## config.mk

```make
export PLATFORM = sky130hd
export DESIGN_NAME = ctrl_pipe_unit
export DESIGN_NICKNAME = d
export VERILOG_FILES = /design/src/rtl/ctrl_pkg.sv /design/src/rtl/ctrl_decode.sv /design/src/rtl/ctrl_pipe_unit.sv
export SDC_FILE = /design/constraint.sdc
export NUM_CORES = 1
export LEC_CHECK = 0
export CORE_MARGIN = 2
export CORE_UTILIZATION = 43
export DETAILED_ROUTE_END_ITERATION = 10
export GPL_TIMING_DRIVEN = 0
export PLACE_DENSITY = 0.78
export SLEW_MARGIN = 20
export SYNTH_ARGS = -nofsm -noshare
export SYNTH_HDL_FRONTEND = slang
export SYNTH_SLANG_ARGS = --single-unit
```

## constraint.sdc

```tcl
create_clock -name clk -period 2 [get_ports clk]
set_input_delay 0.3 -clock clk [delete_from_list [all_inputs] [get_ports clk]]
set_output_delay 0.3 -clock clk [all_outputs]
set_load 0.05 [all_outputs]
```

## src/rtl/ctrl_pkg.sv

```systemverilog
// Shared encodings, control bundle type and stage-subset helpers for the
// pipelined control unit.
package ctrl_pkg;

  localparam logic [6:0] OpR      = 7'b0110011;
  localparam logic [6:0] OpImm    = 7'b0010011;
  localparam logic [6:0] OpLoad   = 7'b0000011;
  localparam logic [6:0] OpStore  = 7'b0100011;
  localparam logic [6:0] OpBranch = 7'b1100011;
  localparam logic [6:0] OpJal    = 7'b1101111;
  localparam logic [6:0] OpJalr   = 7'b1100111;
  localparam logic [6:0] OpLui    = 7'b0110111;
  localparam logic [6:0] OpAuipc  = 7'b0010111;

  localparam logic [6:0] F7MulDiv = 7'b0000001;

  localparam logic [1:0] ResAlu = 2'b00;
  localparam logic [1:0] ResMem = 2'b01;
  localparam logic [1:0] ResImm = 2'b10;
  localparam logic [1:0] ResPc4 = 2'b11;

  localparam logic [1:0] AluAdd = 2'b00;
  localparam logic [1:0] AluSub = 2'b01;
  localparam logic [1:0] AluFn  = 2'b10;

  localparam logic [1:0] JmpNone = 2'b00;
  localparam logic [1:0] JmpJal  = 2'b01;
  localparam logic [1:0] JmpJalr = 2'b10;

  typedef struct packed {
    logic       reg_write;
    logic [1:0] result_src;
    logic       mem_read;
    logic       mem_write;
    logic [1:0] alu_op;
    logic       alu_src;
    logic       alu_a_src;
    logic       branch;
    logic [1:0] jump;
    logic       mul_div;
  } ctrl_t;

  localparam int unsigned CTRL_W = $bits(ctrl_t);

  function automatic logic [4:0] mem_slice(input ctrl_t c);
    return {c.reg_write, c.result_src, c.mem_read, c.mem_write};
  endfunction

  function automatic logic [2:0] wb_slice(input logic [4:0] m);
    return m[4:2];
  endfunction

endpackage

```

## src/rtl/ctrl_decode.sv

```systemverilog
// Combinational opcode decoder: control bundle, illegal flag and which source
// registers the instruction actually reads.
module ctrl_decode
  import ctrl_pkg::*;
#(
  parameter bit M_EN = 1'b1
) (
  input  logic [6:0] opcode,
  input  logic [6:0] funct7,
  output ctrl_t      ctrl,
  output logic       illegal,
  output logic       use_rs1,
  output logic       use_rs2
);

  always_comb begin
    ctrl    = '0;
    illegal = 1'b0;
    use_rs1 = 1'b0;
    use_rs2 = 1'b0;
    case (opcode)
      OpR: begin
        if (funct7 == F7MulDiv && !M_EN) begin
          illegal = 1'b1;
        end else begin
          ctrl.reg_write = 1'b1;
          ctrl.alu_op    = AluFn;
          ctrl.mul_div   = (funct7 == F7MulDiv);
          use_rs1        = 1'b1;
          use_rs2        = 1'b1;
        end
      end
      OpImm: begin
        ctrl.reg_write = 1'b1;
        ctrl.alu_src   = 1'b1;
        ctrl.alu_op    = AluFn;
        use_rs1        = 1'b1;
      end
      OpLoad: begin
        ctrl.reg_write  = 1'b1;
        ctrl.result_src = ResMem;
        ctrl.mem_read   = 1'b1;
        ctrl.alu_src    = 1'b1;
        use_rs1         = 1'b1;
      end
      OpStore: begin
        ctrl.mem_write = 1'b1;
        ctrl.alu_src   = 1'b1;
        use_rs1        = 1'b1;
        use_rs2        = 1'b1;
      end
      OpBranch: begin
        ctrl.branch = 1'b1;
        ctrl.alu_op = AluSub;
        use_rs1     = 1'b1;
        use_rs2     = 1'b1;
      end
      OpJal: begin
        ctrl.reg_write  = 1'b1;
        ctrl.result_src = ResPc4;
        ctrl.jump       = JmpJal;
      end
      OpJalr: begin
        ctrl.reg_write  = 1'b1;
        ctrl.result_src = ResPc4;
        ctrl.alu_src    = 1'b1;
        ctrl.jump       = JmpJalr;
        use_rs1         = 1'b1;
      end
      OpLui: begin
        ctrl.reg_write  = 1'b1;
        ctrl.result_src = ResImm;
        ctrl.alu_src    = 1'b1;
      end
      OpAuipc: begin
        ctrl.reg_write = 1'b1;
        ctrl.alu_src   = 1'b1;
        ctrl.alu_a_src = 1'b1;
      end
      default: illegal = 1'b1;
    endcase
  end

endmodule

```

## src/rtl/ctrl_pipe_unit.sv

```systemverilog
// Pipelined control unit: decodes ID, carries control through EX/MEM/WB and
// handles load-use stalls, redirect bubbles and multi-cycle M ops.
module ctrl_pipe_unit
  import ctrl_pkg::*;
#(
  parameter int unsigned REG_AW = 5,
  parameter bit          M_EN   = 1'b1,
  parameter int unsigned MD_LAT = 4
) (
  input  logic              clk,
  input  logic              rst_n,
  input  logic              id_valid,
  input  logic [31:0]       id_instr,
  input  logic              ex_redirect,
  output logic              stall_id,
  output logic              ex_valid,
  output logic              mem_valid,
  output logic              wb_valid,
  output logic [CTRL_W-1:0] ex_ctrl,
  output logic [2:0]        ex_funct3,
  output logic              ex_illegal,
  output logic [4:0]        mem_ctrl,
  output logic [2:0]        wb_ctrl,
  output logic [REG_AW-1:0] ex_rd,
  output logic [REG_AW-1:0] mem_rd,
  output logic [REG_AW-1:0] wb_rd,
  output logic              md_busy
);

  localparam int unsigned CntW = (MD_LAT > 1) ? $clog2(MD_LAT) : 1;
  localparam logic [CntW-1:0] MdLoad = CntW'(MD_LAT - 1);

  ctrl_t id_ctrl;
  logic  id_illegal, use_rs1, use_rs2, load_use;

  logic [REG_AW-1:0] id_rd, id_rs1, id_rs2;
  assign id_rd  = id_instr[7 +: REG_AW];
  assign id_rs1 = id_instr[15 +: REG_AW];
  assign id_rs2 = id_instr[20 +: REG_AW];

  ctrl_decode #(.M_EN(M_EN)) u_decode (
    .opcode (id_instr[6:0]),
    .funct7 (id_instr[31:25]),
    .ctrl   (id_ctrl),
    .illegal(id_illegal),
    .use_rs1(use_rs1),
    .use_rs2(use_rs2)
  );

  logic              ex_valid_q, ex_valid_d, mem_valid_q, mem_valid_d, wb_valid_q;
  ctrl_t             ex_ctrl_q, ex_ctrl_d;
  logic [2:0]        ex_funct3_q, ex_funct3_d;
  logic              ex_illegal_q, ex_illegal_d;
  logic [4:0]        mem_ctrl_q, mem_ctrl_d;
  logic [2:0]        wb_ctrl_q;
  logic [REG_AW-1:0] ex_rd_q, ex_rd_d, mem_rd_q, mem_rd_d, wb_rd_q;
  logic [CntW-1:0]   md_cnt_q, md_cnt_d;

  assign md_busy  = (md_cnt_q != '0);
  assign load_use = id_valid && ex_valid_q && ex_ctrl_q.mem_read && (ex_rd_q != '0) &&
                    ((use_rs1 && id_rs1 == ex_rd_q) || (use_rs2 && id_rs2 == ex_rd_q));
  // Redirect is ignored while an M op holds EX, so it only suppresses load-use.
  assign stall_id = md_busy || (load_use && !ex_redirect);

  always_comb begin
    ex_valid_d   = ex_valid_q;
    ex_ctrl_d    = ex_ctrl_q;
    ex_funct3_d  = ex_funct3_q;
    ex_illegal_d = ex_illegal_q;
    ex_rd_d      = ex_rd_q;
    md_cnt_d     = md_cnt_q;
    if (md_busy) begin
      md_cnt_d = md_cnt_q - 1'b1;
    end else if (ex_redirect || load_use || !id_valid) begin
      ex_valid_d   = 1'b0;
      ex_ctrl_d    = '0;
      ex_funct3_d  = '0;
      ex_illegal_d = 1'b0;
      ex_rd_d      = '0;
      md_cnt_d     = '0;
    end else begin
      ex_valid_d   = 1'b1;
      ex_ctrl_d    = id_ctrl;
      ex_funct3_d  = id_instr[14:12];
      ex_illegal_d = id_illegal;
      ex_rd_d      = id_rd;
      md_cnt_d     = id_ctrl.mul_div ? MdLoad : '0;
    end

    if (md_busy) begin
      mem_valid_d = 1'b0;
      mem_ctrl_d  = '0;
      mem_rd_d    = '0;
    end else begin
      mem_valid_d = ex_valid_q;
      mem_ctrl_d  = mem_slice(ex_ctrl_q);
      mem_rd_d    = ex_rd_q;
    end
  end

  always_ff @(posedge clk or negedge rst_n) begin
    if (!rst_n) begin
      ex_valid_q   <= 1'b0;
      ex_ctrl_q    <= '0;
      ex_funct3_q  <= '0;
      ex_illegal_q <= 1'b0;
      ex_rd_q      <= '0;
      md_cnt_q     <= '0;
      mem_valid_q  <= 1'b0;
      mem_ctrl_q   <= '0;
      mem_rd_q     <= '0;
      wb_valid_q   <= 1'b0;
      wb_ctrl_q    <= '0;
      wb_rd_q      <= '0;
    end else begin
      ex_valid_q   <= ex_valid_d;
      ex_ctrl_q    <= ex_ctrl_d;
      ex_funct3_q  <= ex_funct3_d;
      ex_illegal_q <= ex_illegal_d;
      ex_rd_q      <= ex_rd_d;
      md_cnt_q     <= md_cnt_d;
      mem_valid_q  <= mem_valid_d;
      mem_ctrl_q   <= mem_ctrl_d;
      mem_rd_q     <= mem_rd_d;
      wb_valid_q   <= mem_valid_q;
      wb_ctrl_q    <= wb_slice(mem_ctrl_q);
      wb_rd_q      <= mem_rd_q;
    end
  end

  assign ex_valid   = ex_valid_q;
  assign ex_ctrl    = ex_ctrl_q;
  assign ex_funct3  = ex_funct3_q;
  assign ex_illegal = ex_illegal_q;
  assign ex_rd      = ex_rd_q;
  assign mem_valid  = mem_valid_q;
  assign mem_ctrl   = mem_ctrl_q;
  assign mem_rd     = mem_rd_q;
  assign wb_valid   = wb_valid_q;
  assign wb_ctrl    = wb_ctrl_q;
  assign wb_rd      = wb_rd_q;

endmodule

```

---- Word-level counts from Yosys, hierarchy flattened ----
Cells that the tools add are included.
word-level totals
  logic and storage cells ................. 80
  memories ................................ 0
  bits in writable memories ............... 0
  latch bits .............................. 0
  memory bits (read-only) ................. 0
  input bits .............................. 36
  output and inout port bits .............. 45
  register bits ........................... 45
operators by class
  shifts and indexed selects .............. 0
  equal/unequal tests ..................... 12
  muxes and demuxes ....................... 24
  multiply operators ...................... 0
  reduce and logical (&&, ||, !) cells .... 22
  bitwise logic cells ..................... 0
  $lt $le $gt $ge ......................... 0
  divide/modulo/power cells ............... 0
  add/sub/neg operators ................... 1
operators by type and width
  kind                                                  number
  equality test 7 x 6 -> 1 bit (second input constant)  3
  equality test 7 bit (second input constant)           3
  two-way mux 5 bit                                     3
  equality test 7 x 5 -> 1 bit (second input constant)  2
  two-way mux 1 bit                                     13
  two-way mux 13 bit                                    1
  OR reduction 6 bit                                    2
  equality test 5 bit                                   2
  OR reduction 9 bit                                    1
  case mux 2 bit (2 select lines)                       2
  equality test 7 x 1 -> 1 bit (second input constant)  1
  equality test 7 x 2 -> 1 bit (second input constant)  1
  logical AND 1 bit                                     7
  OR reduction 7 bit                                    1
  two-way mux 2 bit                                     3
  case mux 2 bit (3 select lines)                       1
  nonzero test 5 bit                                    1
  logical OR 1 bit                                      4
  OR reduction 2 bit                                    2
  two-way mux 3 bit                                     1
  OR reduction 3 bit                                    1
  logical NOT 1 bit                                     2
  nonzero test 2 bit                                    1
  subtractor 2 x 1 -> 2 bit (second input constant)     1

---- Logic depth before layout (Yosys ltp) ----
  word-level depth ........................ 10
  depth in mapped cells ................... 7
  depth with buffers taken out ............ 5

---- By module ----
From an unflattened synthesis, not the netlist that was laid out.
second synthesis, totals
  cells, all modules ...................... 212
  area total of the unflattened synthesis .. 2,273.4 um^2
modules (own cells, without submodules)
  module          instances  seq. area each (um^2)  area each (um^2)  cells each
  ctrl_pipe_unit  1          1,126.1                1,955.6           164
  ctrl_decode     1          0.0                    317.8             48

---- Worst setup path after synthesis ----
OpenSTA, ideal clock, no wires.
  path kind ............................... reg2out
  from .................................... reg ex_rd_q[2], in the netlist ex_rd[2]
  to ...................................... out stall_id
  buffers on the path ..................... 0
  arrival time ............................ 1,994 ps
  path slack .............................. -294 ps
  data required time ...................... 1,700 ps
  cell stages (with the launch flop) ...... 6
  cell sequence ........................... dfrtp_1 xnor2_1 nand4_1 or4_4 a21oi_4 a21o_1
between the ends
  longest elaborated chain between the ends .. 6
  elaborated cells between the ends (all ways) .. 10
  those cells by class .................... eq/ne (2); reduce/logical (8)
RTL lines
  what                      line                   source
  start: declaration        ctrl_pipe_unit.sv:56   logic [REG_AW-1:0] ex_rd_q, ex_rd_d, mem_rd_q, mem_rd_d, wb_rd_q;
  start signal: assignment  ctrl_pipe_unit.sv:120  ex_rd_q <= ex_rd_d;
  equality test 5 bit       ctrl_pipe_unit.sv:61   ((use_rs1 && id_rs1 == ex_rd_q) || (use_rs2 && id_rs2 == ex_rd_q));
  logical AND 1 bit         ctrl_pipe_unit.sv:61
  logical OR 1 bit          ctrl_pipe_unit.sv:61
  logical AND 1 bit (*)     ctrl_pipe_unit.sv:60   assign load_use = id_valid && ex_valid_q && ex_ctrl_q.mem_read && (ex_rd_q != '0) &&
  logical AND 1 bit (*)     ctrl_pipe_unit.sv:63   assign stall_id = md_busy || (load_use && !ex_redirect);
  logical OR 1 bit (*)      ctrl_pipe_unit.sv:63
  end: declaration          ctrl_pipe_unit.sv:15   output logic stall_id,
Every way passes the cells marked *; elsewhere a longest branch is shown, timed or not.

---- Final worst setup path ----
  from .................................... in id_instr[16]
  to ...................................... out stall_id
between the ends
  longest elaborated chain between the ends .. 6
RTL lines
  what                 line                  source
  start: declaration   ctrl_pipe_unit.sv:13  input logic [31:0] id_instr,
  equality test 5 bit  ctrl_pipe_unit.sv:61
  logical AND 1 bit    ctrl_pipe_unit.sv:61
  logical OR 1 bit     ctrl_pipe_unit.sv:61
  logical AND 1 bit    ctrl_pipe_unit.sv:60
  logical AND 1 bit    ctrl_pipe_unit.sv:63
  logical OR 1 bit     ctrl_pipe_unit.sv:63
No other way between the ends.

==> results by group <==
Worst setup path
  – CP arrival: slightly below 2000 ps
  – Flop-to-flop setup slack: 40 ps
  – Critical path peak fanout: 2
  – Cell family with most CP delay: buffers and inverters
  – Reg2reg end: md_cnt_q[0]
  – CP Capture Type: output pin
  – CP endpoint: stall_id
  – CP startpoint: id_instr[16]
  – Crit-path cells: clkdlybuf4s50_1, xnor2_1, nand4_1, or4_4, a21oi_4, a21o_4, buf_8
  – Critical path data required time: roughly 1700 ps
  – Reg2reg start: ex_rd[1]
  – CP startpoint kind: input pin
  – Max stage delay on crit path: 490 ps
  – WS Path Type: in2out
  – Worst reg2reg path depth: 7
  – Buf/Inv on CP: 2
  – Cell depth of the worst setup path: 7
  – CP max stage cell: clkdlybuf4s50_1

Global route
  – First-pass GRT wire length: between 7000 and 8000 um
  – Gr ovfl total: 0
  – Vias in the first global route: 1590
  – Initial antenna violation count: 0
  – Largest net degree at the start of global routing: 26
  – GRT Overall Usage: 0.188

STA
  – Max Clk Rate: about 0.44 GHz
  – Post-route clock period utilization: 1.14
  – Unrepaired setup endpoints after global routing: yes
  – Normalized max-slew margin: 0.659
  – Final hold vios: 0
  – # setup viols final: 1
  – Max-slew violation count: 0
  – Final Critical Period: roughly 2300 ps
  – Final WS setup: -278 ps
  – Least-Margin Pin Slew: around 500 ps
  – Worst Skew: 2.12 ps

Floorplanning
  – Die height: between 70 and 80 um
  – Io pins: approximately 80
  – Chip Width: 71.7 um
  – # rows: 24
  – Core area: around 4400 um^2
  – Die area: 5140 um^2
  – Initial cell density of the core: 0.450

Logic synthesis
  – Synth warn: 0
  – Synthesized area per cell: approximately 11 um^2
  – Post-synthesis sequential area ratio: 0.558
  – Netlist Area Pre-Place: about 2000 um^2
  – Synth Register Bits: 44
  – Syn nets: around 220
  – Number of distinct library cells after synthesis: 38
  – Post-Syn Instances: between 150 and 200

Run status
  – Failing checks: setup timing
  – Run status: complete, but fails checks

Place
  – Pre-CTS worst setup slack: -1180 ps
  – Gp weighted congestion: roughly 0.84
  – DPL Wire Length: between 3000 and 4000 um
  – # port buffers: between 70 and 80

Drt
  – Number of DRC markers in iteration 0: 87
  – Remaining DRCs: 0
  – WL final: roughly 4700 um
  – Wirelength per Cell: around 14 um
  – Vias per inst: 5.03
  – TritonRoute pass-1 iters: 5
  – Vias: 1646
  – Final ANT Viol Nets: 0

Power
  – Pwr dens: between 600 and 700 nW/um^2
  – Overall power: between 1.5 and 2 mW
  – Static leakage: ~1.4 nW
  – Worst vdd ir: ~0.28 mV

CTS
  – Clock slew at the register clock pins of the worst setup and hold paths: approximately 80 ps
  – CTS Buf Count: 5
  – Clk sinks: 44
  – Clk_lat worst skew: 290 ps
  – CTS tree: yes
  – Clock root cell: clkbuf_8
  – H-tree lvl count: 2
  – Largest buffer count on any clock path: 2

Worst hold path
  – HP Class: in2reg

Layout
  – Layout Nets: 310
  – Layout cells sized above 1: 0.200
  – Most frequent cells in the layout: 70 x clkdlybuf4s50_1, 39 x dfrtp_1, 34 x nand2_1
  – Area Growth Syn to Fin: 56.0%
  – Filler cells: about 330
  – Most common cell after layout, fill and taps aside: clkdlybuf4s50_1
  – Diode count: 0

Job
  – Max-cap violations: 0
## Yosys cell counts (all sizes together)
| cell type | number | area (um^2) |
|---|---|---|
| or4 | 2 | 18.8 |
| and3b | 1 | 8.76 |
| a32oi | 1 | 8.76 |
| and2b | 1 | 7.51 |
| o21ai | 22 | 178 |
| nor2b | 2 | 12.5 |
| nor4 | 2 | 12.5 |
| nor4bb | 1 | 10.0 |
| nand3 | 6 | 30.0 |
| a21oi | 3 | 26.3 |
| inv | 3 | 11.3 |
| nor4b | 1 | 8.76 |
| nand2 | 34 | 128 |
| and3 | 2 | 12.5 |
| or3 | 1 | 6.26 |
| nand3b | 2 | 27.5 |
| o2111ai | 1 | 15.0 |
| nand4 | 3 | 18.8 |
| a32o | 1 | 10.0 |
| xor2 | 7 | 61.3 |
| xnor2 | 4 | 35.0 |
| clkbuf | 6 | 22.5 |
| nor2 | 9 | 33.8 |
| dfrtp | 44 | 1100 |
| buf | 5 | 45.0 |
| and2 | 11 | 68.8 |
| a21o | 2 | 15.0 |
| nand2b | 1 | 6.26 |
| nor3 | 1 | 5.00 |
| o22ai | 1 | 12.5 |
| o31ai | 2 | 15.0 |
## state kept, by name, indices dropped and copies added, names as in the netlist
name        cells
wb_ctrl         3
wb_valid        1
ex_rd           5
mem_ctrl        5
ex_illegal      1
mem_rd          5
ex_valid        1
md_cnt_q        2
ex_funct3       3
wb_rd           5
mem_valid       1
ex_ctrl        12
## stage by stage
step | setup TNS (ps) | std cells | util | cell area, um^2 | hold WS (ps)
after floorplan | 0 | 182 | - | 1990 | 4.41
after global routing | -656 | 327 | 0.701 | 3080 | 381
after detailed placement | -8170 | 313 | 0.651 | 2850 | 282
after global placement | -28790 | 312 | 0.646 | 2830 | 356
final | -278 | 327 | 0.701 | 3080 | 355
after CTS | -564 | 325 | 0.684 | 3000 | 352
## layout make-up
cell class / count / area (um^2) / area share
plain buffers: 11 / 82.6 / 0.0269
clock buffers: 6 / 72.6 / 0.0236
clock inverters: 2 / 35.0 / 0.0114
inverters: 3 / 11.3 / 0.00366
multi-input cells: 124 / 832 / 0.271
flip-flops and latches: 44 / 1110 / 0.360
well taps: 52 / 65.1 / 0.0212
repair buffers: 85 / 870 / 0.283
## kinds of logic (layout without fill, tap and decap cells)
group / after synthesis / in the layout / synth area share
and+or+nand+nor: 80 / 80 / 0.211
DFF: 44 / 44 / 0.558
AOI/OAI and AO/OA: 33 / 33 / 0.142
buffers and inverters: 14 / 107 / 0.0400
xor gates and xnor gates: 11 / 11 / 0.0489
## how the worst min path moves through the flow
stage                           start          to  slack [ps]  cells after the start
after floorplan                 rst_n  ex_ctrl[0]           4                      0
after global placement      mem_rd[4]    wb_rd[4]         360                      0
after detailed placement        rst_n    wb_rd[3]         280                      1
after CTS                 id_instr[4]  ex_ctrl[8]         350                      4
after global routing        mem_rd[4]    wb_rd[4]         380                      0
final                     id_instr[4]  ex_ctrl[8]         350                      4
## layer usage
layer  track usage  part of all wire
met5             0                 0
met4        0.0294            0.0058
met3        0.0450             0.058
met2         0.311              0.50
met1         0.260              0.43
## tightest hold or removal path: cells and delay by family
family          cells  cell delay [ps]
simple gates        2              150
buf+inv             1              100
compound gates      1               50
## where the power goes
part	switching (mW)	total, mW	internal (mW)
combinational	0.159	0.291	0.133
sequential	0.0155	0.925	0.909
clock	0.285	0.656	0.371
## timing repair
action | 4_1_cts | 5_1_grt
hold endpoints to repair | 19 | 0
gates cloned | 0 | 1
pin swaps | 7 | 5
gates resized for setup | 13 | 14
setup endpoints to repair | 22 | 22
setup buffers | 3 | 2
hold buffers | 1 | 0
(Power assumes the default switching activity.)
==> variant 1 (same flow settings) <==
`M_EN` is set to 1'b1 in 2 places; all go to 1'b0.
--- a/src/rtl/ctrl_decode.sv
+++ b/src/rtl/ctrl_decode.sv
@@ -3,7 +3,7 @@
 module ctrl_decode
   import ctrl_pkg::*;
 #(
-  parameter bit M_EN = 1'b1
+  parameter bit M_EN = 1'b0
 ) (
   input  logic [6:0] opcode,
   input  logic [6:0] funct7,
--- a/src/rtl/ctrl_pipe_unit.sv
+++ b/src/rtl/ctrl_pipe_unit.sv
@@ -4,7 +4,7 @@
   import ctrl_pkg::*;
 #(
   parameter int unsigned REG_AW = 5,
-  parameter bit          M_EN   = 1'b1,
+  parameter bit          M_EN   = 1'b0,
   parameter int unsigned MD_LAT = 4
 ) (
   input  logic              clk,
Check against the original RTL: not equivalent (Yosys sat finds a counterexample within 4 cycles, from zero or initial values and one cycle with rst_n low).
==> variant 1 against the unedited design <==
The run still ends with setup timing left. Sequential cell count unchanged. Critical path type is now in2reg. Area after synthesis fell by 4.7%. Count of clock-buffer cells in the layout did not move. Final area down 2.4%. Clock power fell by 0.6%. Routed wire length grew 4.5%. Setup slack improved by 0.053 ns. Non-clock buffer count grew 3. Register-to-register slack got worse by 0.24 ns. Power up 0.97%.
==> variant 1: results (changes against the unedited design) <==
The layout net count is 295 (was 310), and the maximum vdd ir drop is 0.423 mV (was 0.284 mV). The maximum fanout encountered on the critical timing path works out to 10 (was 2). The depth of the most critical reg-to-reg path was 9 (was 7). The logs give 3390 µm (was 3400 µm) for the sum of net half-perimeters after detailed placement and 260 µm (was 269 µm) for the length of routed met3 wiring. Ranking of synthesized cells by instance count: 44 x sky130_fd_sc_hd__dfrtp_1, 12 x sky130_fd_sc_hd__and2_1, 12 x sky130_fd_sc_hd__nand2_1, 12 x sky130_fd_sc_hd__nor2_1, 10 x sky130_fd_sc_hd__a22o_1 (was 44 x sky130_fd_sc_hd__dfrtp_1, 34 x sky130_fd_sc_hd__nand2_1, 18 x sky130_fd_sc_hd__o21ai_2, 11 x sky130_fd_sc_hd__and2_1, 9 x sky130_fd_sc_hd__nor2_1). The run gives 7830 µm (was 7630 µm) as the global-route wire length before repair. For the post-synth net total, the log shows 196 (was 218). Violated checks: setup timing (unchanged). The tools report the startpoint of the worst-slack reg-to-reg timing path as ex_rd[4] (was ex_rd[1]). The cell depth of the worst hold path came out at 0 (was 4).

The type of the worst min-delay path is reg2reg (was in2reg). The area share of xor/xnor cells in the synthesized design is 4.66% (was 4.89%). Routed via count divided by cell count: 5.16 (was 5.03).

The post-synthesis compound-gate area fraction was 15.8% (was 14.2%); the count of cell types in the netlist was 41 (was 38). The destination of the critical timing path is ex_funct3[0] (was stall_id). The sequential fraction of the synthesis area came out at 58.6% (was 55.8%). The die outline area was 4920 µm² (was 5140 µm²). The via count of the first global-routing pass came out at 1589 (was 1590). The tools report the worst min-delay path endpoint as wb_rd[0] (was ex_ctrl[8]).

The run gives -2.72 ns (was -0.278 ns) as the setup TNS. Worst path arrival time: 2.40 ns (was 1.98 ns). Launching element of the worst setup path: id_instr[19] (was id_instr[16]). Wire length on met1: 2070 µm (was 2020 µm). The area after detailed placement is 2770 µm² (was 2850 µm²), and the switching share of power is 24.8% (was 24.5%). The run finished, with violations left. For the setup skew after layout, the log shows 0.00468 ns (was 0.00212 ns). For the worst relative slew slack, the log shows 64.4% (was 65.9%).

The logs give 17 (was 1) for the total of endpoints with negative setup slack in the final report and 31 (was 26) for the maximum number of pins on one net before global-route repair. The tools report the minimum setup slack in the final design as -0.225 ns (was -0.278 ns). The synthesized instance count was 160 (was 182); the met2 wirelength from detailed routing was 2500 µm (was 2350 µm). Worst slack at placement: -1.02 ns (was -1.18 ns). For the register-to-register setup slack, the log shows -0.20 ns (was 0.04 ns). Final wirelength: 4870 µm (was 4660 µm). The origin of the worst min-delay path is mem_rd[0] (was id_instr[4]).

The layout overhead on the synthesized area works out to 59.7% (was 56.0%).
[variant 1: cell count changes after synthesis, sizes merged, moves of 3 or more]
cell / change
nor2: +3
a22o: +10
nor3: +3
a32o: +3
nand2: -21
and2: +3
o21ai: -17
nand4: -3
[variant 1: critical path, stage by stage]
cell and delay, ns:
sky130_fd_sc_hd__clkdlybuf4s50_1 0.43, sky130_fd_sc_hd__xor2_1 0.19, sky130_fd_sc_hd__nor3_2 0.21, sky130_fd_sc_hd__nand3_2 0.14, sky130_fd_sc_hd__buf_4 0.16, sky130_fd_sc_hd__buf_4 0.12
sky130_fd_sc_hd__o41a_1 0.34, sky130_fd_sc_hd__and2_4 0.18, sky130_fd_sc_hd__buf_6 0.13, sky130_fd_sc_hd__a22o_1 0.19
[variant 1: power by group through the flow]
stage	registers (mW)	logic [mW]	clock network (mW)
after floorplan	1.01	0.0724	0
after global placement	0.942	0.289	0
after detailed placement	0.943	0.296	0
after CTS	0.924	0.311	0.672
after global routing	0.927	0.333	0.715
final	0.924	0.314	0.652
[variant 1: metal layers]
layer	vias to the layer above	track usage, %
met4	0	6.84
met5	-	0
met3	4	6.06
met1	788	26.0
met2	55	33.5
li1	762	-
[variant 1: final cells by class]
type	count	area share, %
Buffer	7	1.33
Clock buffer	6	2.42
Clock inverter	2	1.17
Inverter	3	0.375
Multi-Input combinational cell	106	26.1
Sequential cell	44	36.9
Tap cell	52	2.17
Timing Repair Buffer	92	29.6
[variant 1: what timing repair did]
| item | in CTS | in global routing |
|---|---|---|
| resized for setup | 22 | 3 |
| hold buffers | 1 | 0 |
| buffers inserted | 10 | 2 |
| setup endpoints to repair | 17 | 20 |
| hold endpoints to repair | 14 | 0 |
| pin swaps | 5 | 3 |
==> variant 2 (same settings) <==
Without the edit above. Make the reset (`rst_n`) synchronous in one clocked block.
--- a/src/rtl/ctrl_pipe_unit.sv
+++ b/src/rtl/ctrl_pipe_unit.sv
@@ -98,7 +98,7 @@
     end
   end
 
-  always_ff @(posedge clk or negedge rst_n) begin
+  always_ff @(posedge clk) begin
     if (!rst_n) begin
       ex_valid_q   <= 1'b0;
       ex_ctrl_q    <= '0;
Behaviour: differs if rst_n is asserted again (counterexample within 4 cycles, from zero or initial values and one cycle with rst_n low); with rst_n held inactive, the same outputs for 10 cycles.
==> variant 2 against the unedited design <==
The run still ends with setup timing left. Clock power is 2% lower. Via count is 5.6% higher. Non-clock buffer count is 3 higher. Final area is 6.8% lower. Combinational power is 24% lower. Synthesized cell count is 1.6% lower. Routed wire length is 7.8% higher. Sequential share of layout area is 4.7 points lower. Sequential cell count stayed put. Area after synthesis is 11% lower. Power is 6.4% lower. Sequential power is 3.7% lower. Setup slack better by 0.092 ns. Critical endpoint unchanged.
==> variant 2: results (changes against the unedited design) <==
Startpoint of the worst-slack reg-to-reg timing path: ex_rd[1] (unchanged). The run gives 0.00509 ns (was 0.00212 ns) as the setup skew after layout. Dominant cells by area after synthesis: sky130_fd_sc_hd__dfxtp_1 50%, sky130_fd_sc_hd__a32o_1 6.3%, sky130_fd_sc_hd__and3_1 4.6%, sky130_fd_sc_hd__o21ai_0 4.0%, sky130_fd_sc_hd__xnor2_1 3.5% (was sky130_fd_sc_hd__dfrtp_1 56%, sky130_fd_sc_hd__o21ai_2 8.0%, sky130_fd_sc_hd__nand2_1 6.5%, sky130_fd_sc_hd__and2_1 3.5%, sky130_fd_sc_hd__xor2_1 3.1%). The non-clock buffer total of the final layout is 99 (was 96).

The multi-input logic portion of the cell area came out at 30.7% (was 27.1%). The flow ran to the end, but the final reports show violations. The number of cells after detailed placement was 307 (was 313); the count of TritonRoute iterations in the first routing pass was 4 (was 5). The design internal power was 1.32 mW (was 1.41 mW); the maximum vdd ir drop was 0.550 mV (was 0.284 mV). Violated checks: setup timing (unchanged).

The total power after layout is 1.75 mW (was 1.87 mW), and the leakage power of the design is 1.13 nW (was 1.36 nW). The filler cell count was 325 (was 334); the post-synthesis compound-gate area fraction was 16.0% (was 14.2%). The worst relative slew slack came out at 65.1% (was 65.9%). The routed via count divided by cell count is 5.35 (was 5.03), and the clock network area share is 3.84% (was 3.50%). The tools report the final wirelength as 5030 µm (was 4660 µm).

The critical path launch point type was a flop (was a primary input). The run gives 0.761 (was 0.841) as the weighted congestion reported at the end of routability-driven placement. The dominant synthesized flop cell is sky130_fd_sc_hd__dfxtp_1 (was sky130_fd_sc_hd__dfrtp_1). The logs give 36 (was 38) for the count of cell types in the netlist and -0.186 ns (was -0.278 ns) for the minimum setup slack in the final design. For the relative contribution of the clock network to total power, the log shows 36.6% (was 35.0%). Register area: 897 µm² (was 1110 µm²).

The average routed wire per standard cell is 15.5 µm (was 14.3 µm). Number of design-rule violations left by the first detailed-router iteration: 98 (was 87). The total number of multi-input combinational cells came out at 123 (was 124). The share of post-route cells with drive strength above 1 was 19.3% (was 20.0%); the synthesized instance count was 179 (was 182). Power of the combinational group: 221 µW (was 291 µW). The post-synth net total came out at 215 (was 218). The worst path arrival time came out at 1.89 ns (was 1.98 ns). The setup TNS is -0.186 ns (was -0.278 ns). The run gives 1 (unchanged) as the total of endpoints with negative setup slack in the final report. Ranking of synthesized cells by instance count: 44 x sky130_fd_sc_hd__dfxtp_1, 14 x sky130_fd_sc_hd__o21ai_0, 13 x sky130_fd_sc_hd__and3_1, 12 x sky130_fd_sc_hd__nand2_1 (was 44 x sky130_fd_sc_hd__dfrtp_1, 34 x sky130_fd_sc_hd__nand2_1, 18 x sky130_fd_sc_hd__o21ai_2, 11 x sky130_fd_sc_hd__and2_1, 9 x sky130_fd_sc_hd__nor2_1). For the global-route wire length before repair, the log shows 7770 µm (was 7630 µm). The maximum number of pins on one net before global-route repair is 16 (was 26).

Via count of the first global-routing pass: 1572 (was 1590). The tools report the origin of the worst min-delay path as id_instr[2] (was id_instr[4]).
[variant 2: cell count changes after synthesis, sizes merged, moves of 3 or more]
cell and change:
buf +3, nand3 +3, o21ai -7, dfxtp +44
and3 +12, xor2 -4, dfrtp -44, xnor2 +3
clkbuf -3, nand2 -22, a32o +10
[variant 2: metal layers]
metal / track usage [%] / part of all wire, % / vias up
met2: 39.0 / 50 / 63
met3: 6.74 / 7.1 / 11
met4: 8.50 / 1.7 / 0
met5: 0 / 0 / -
met1: 27.5 / 41 / 833
li1: - / - / 831
[variant 2: final timing paths]
check             cells past startpoint    endpoint  slack [ns]
hold / removal                        4  ex_ctrl[7]        0.34
hold reg to reg                       1  wb_ctrl[2]        0.46
setup reg to reg                      7    ex_rd[2]        0.18
setup / recovery                      7    stall_id       -0.19
[variant 2: repair_timing]
item | in CTS | in global routing
endpoints found under the setup margin | 6 | 1
buffers inserted | 10 | 0
resized for setup | 38 | 0
pin swaps | 15 | 0
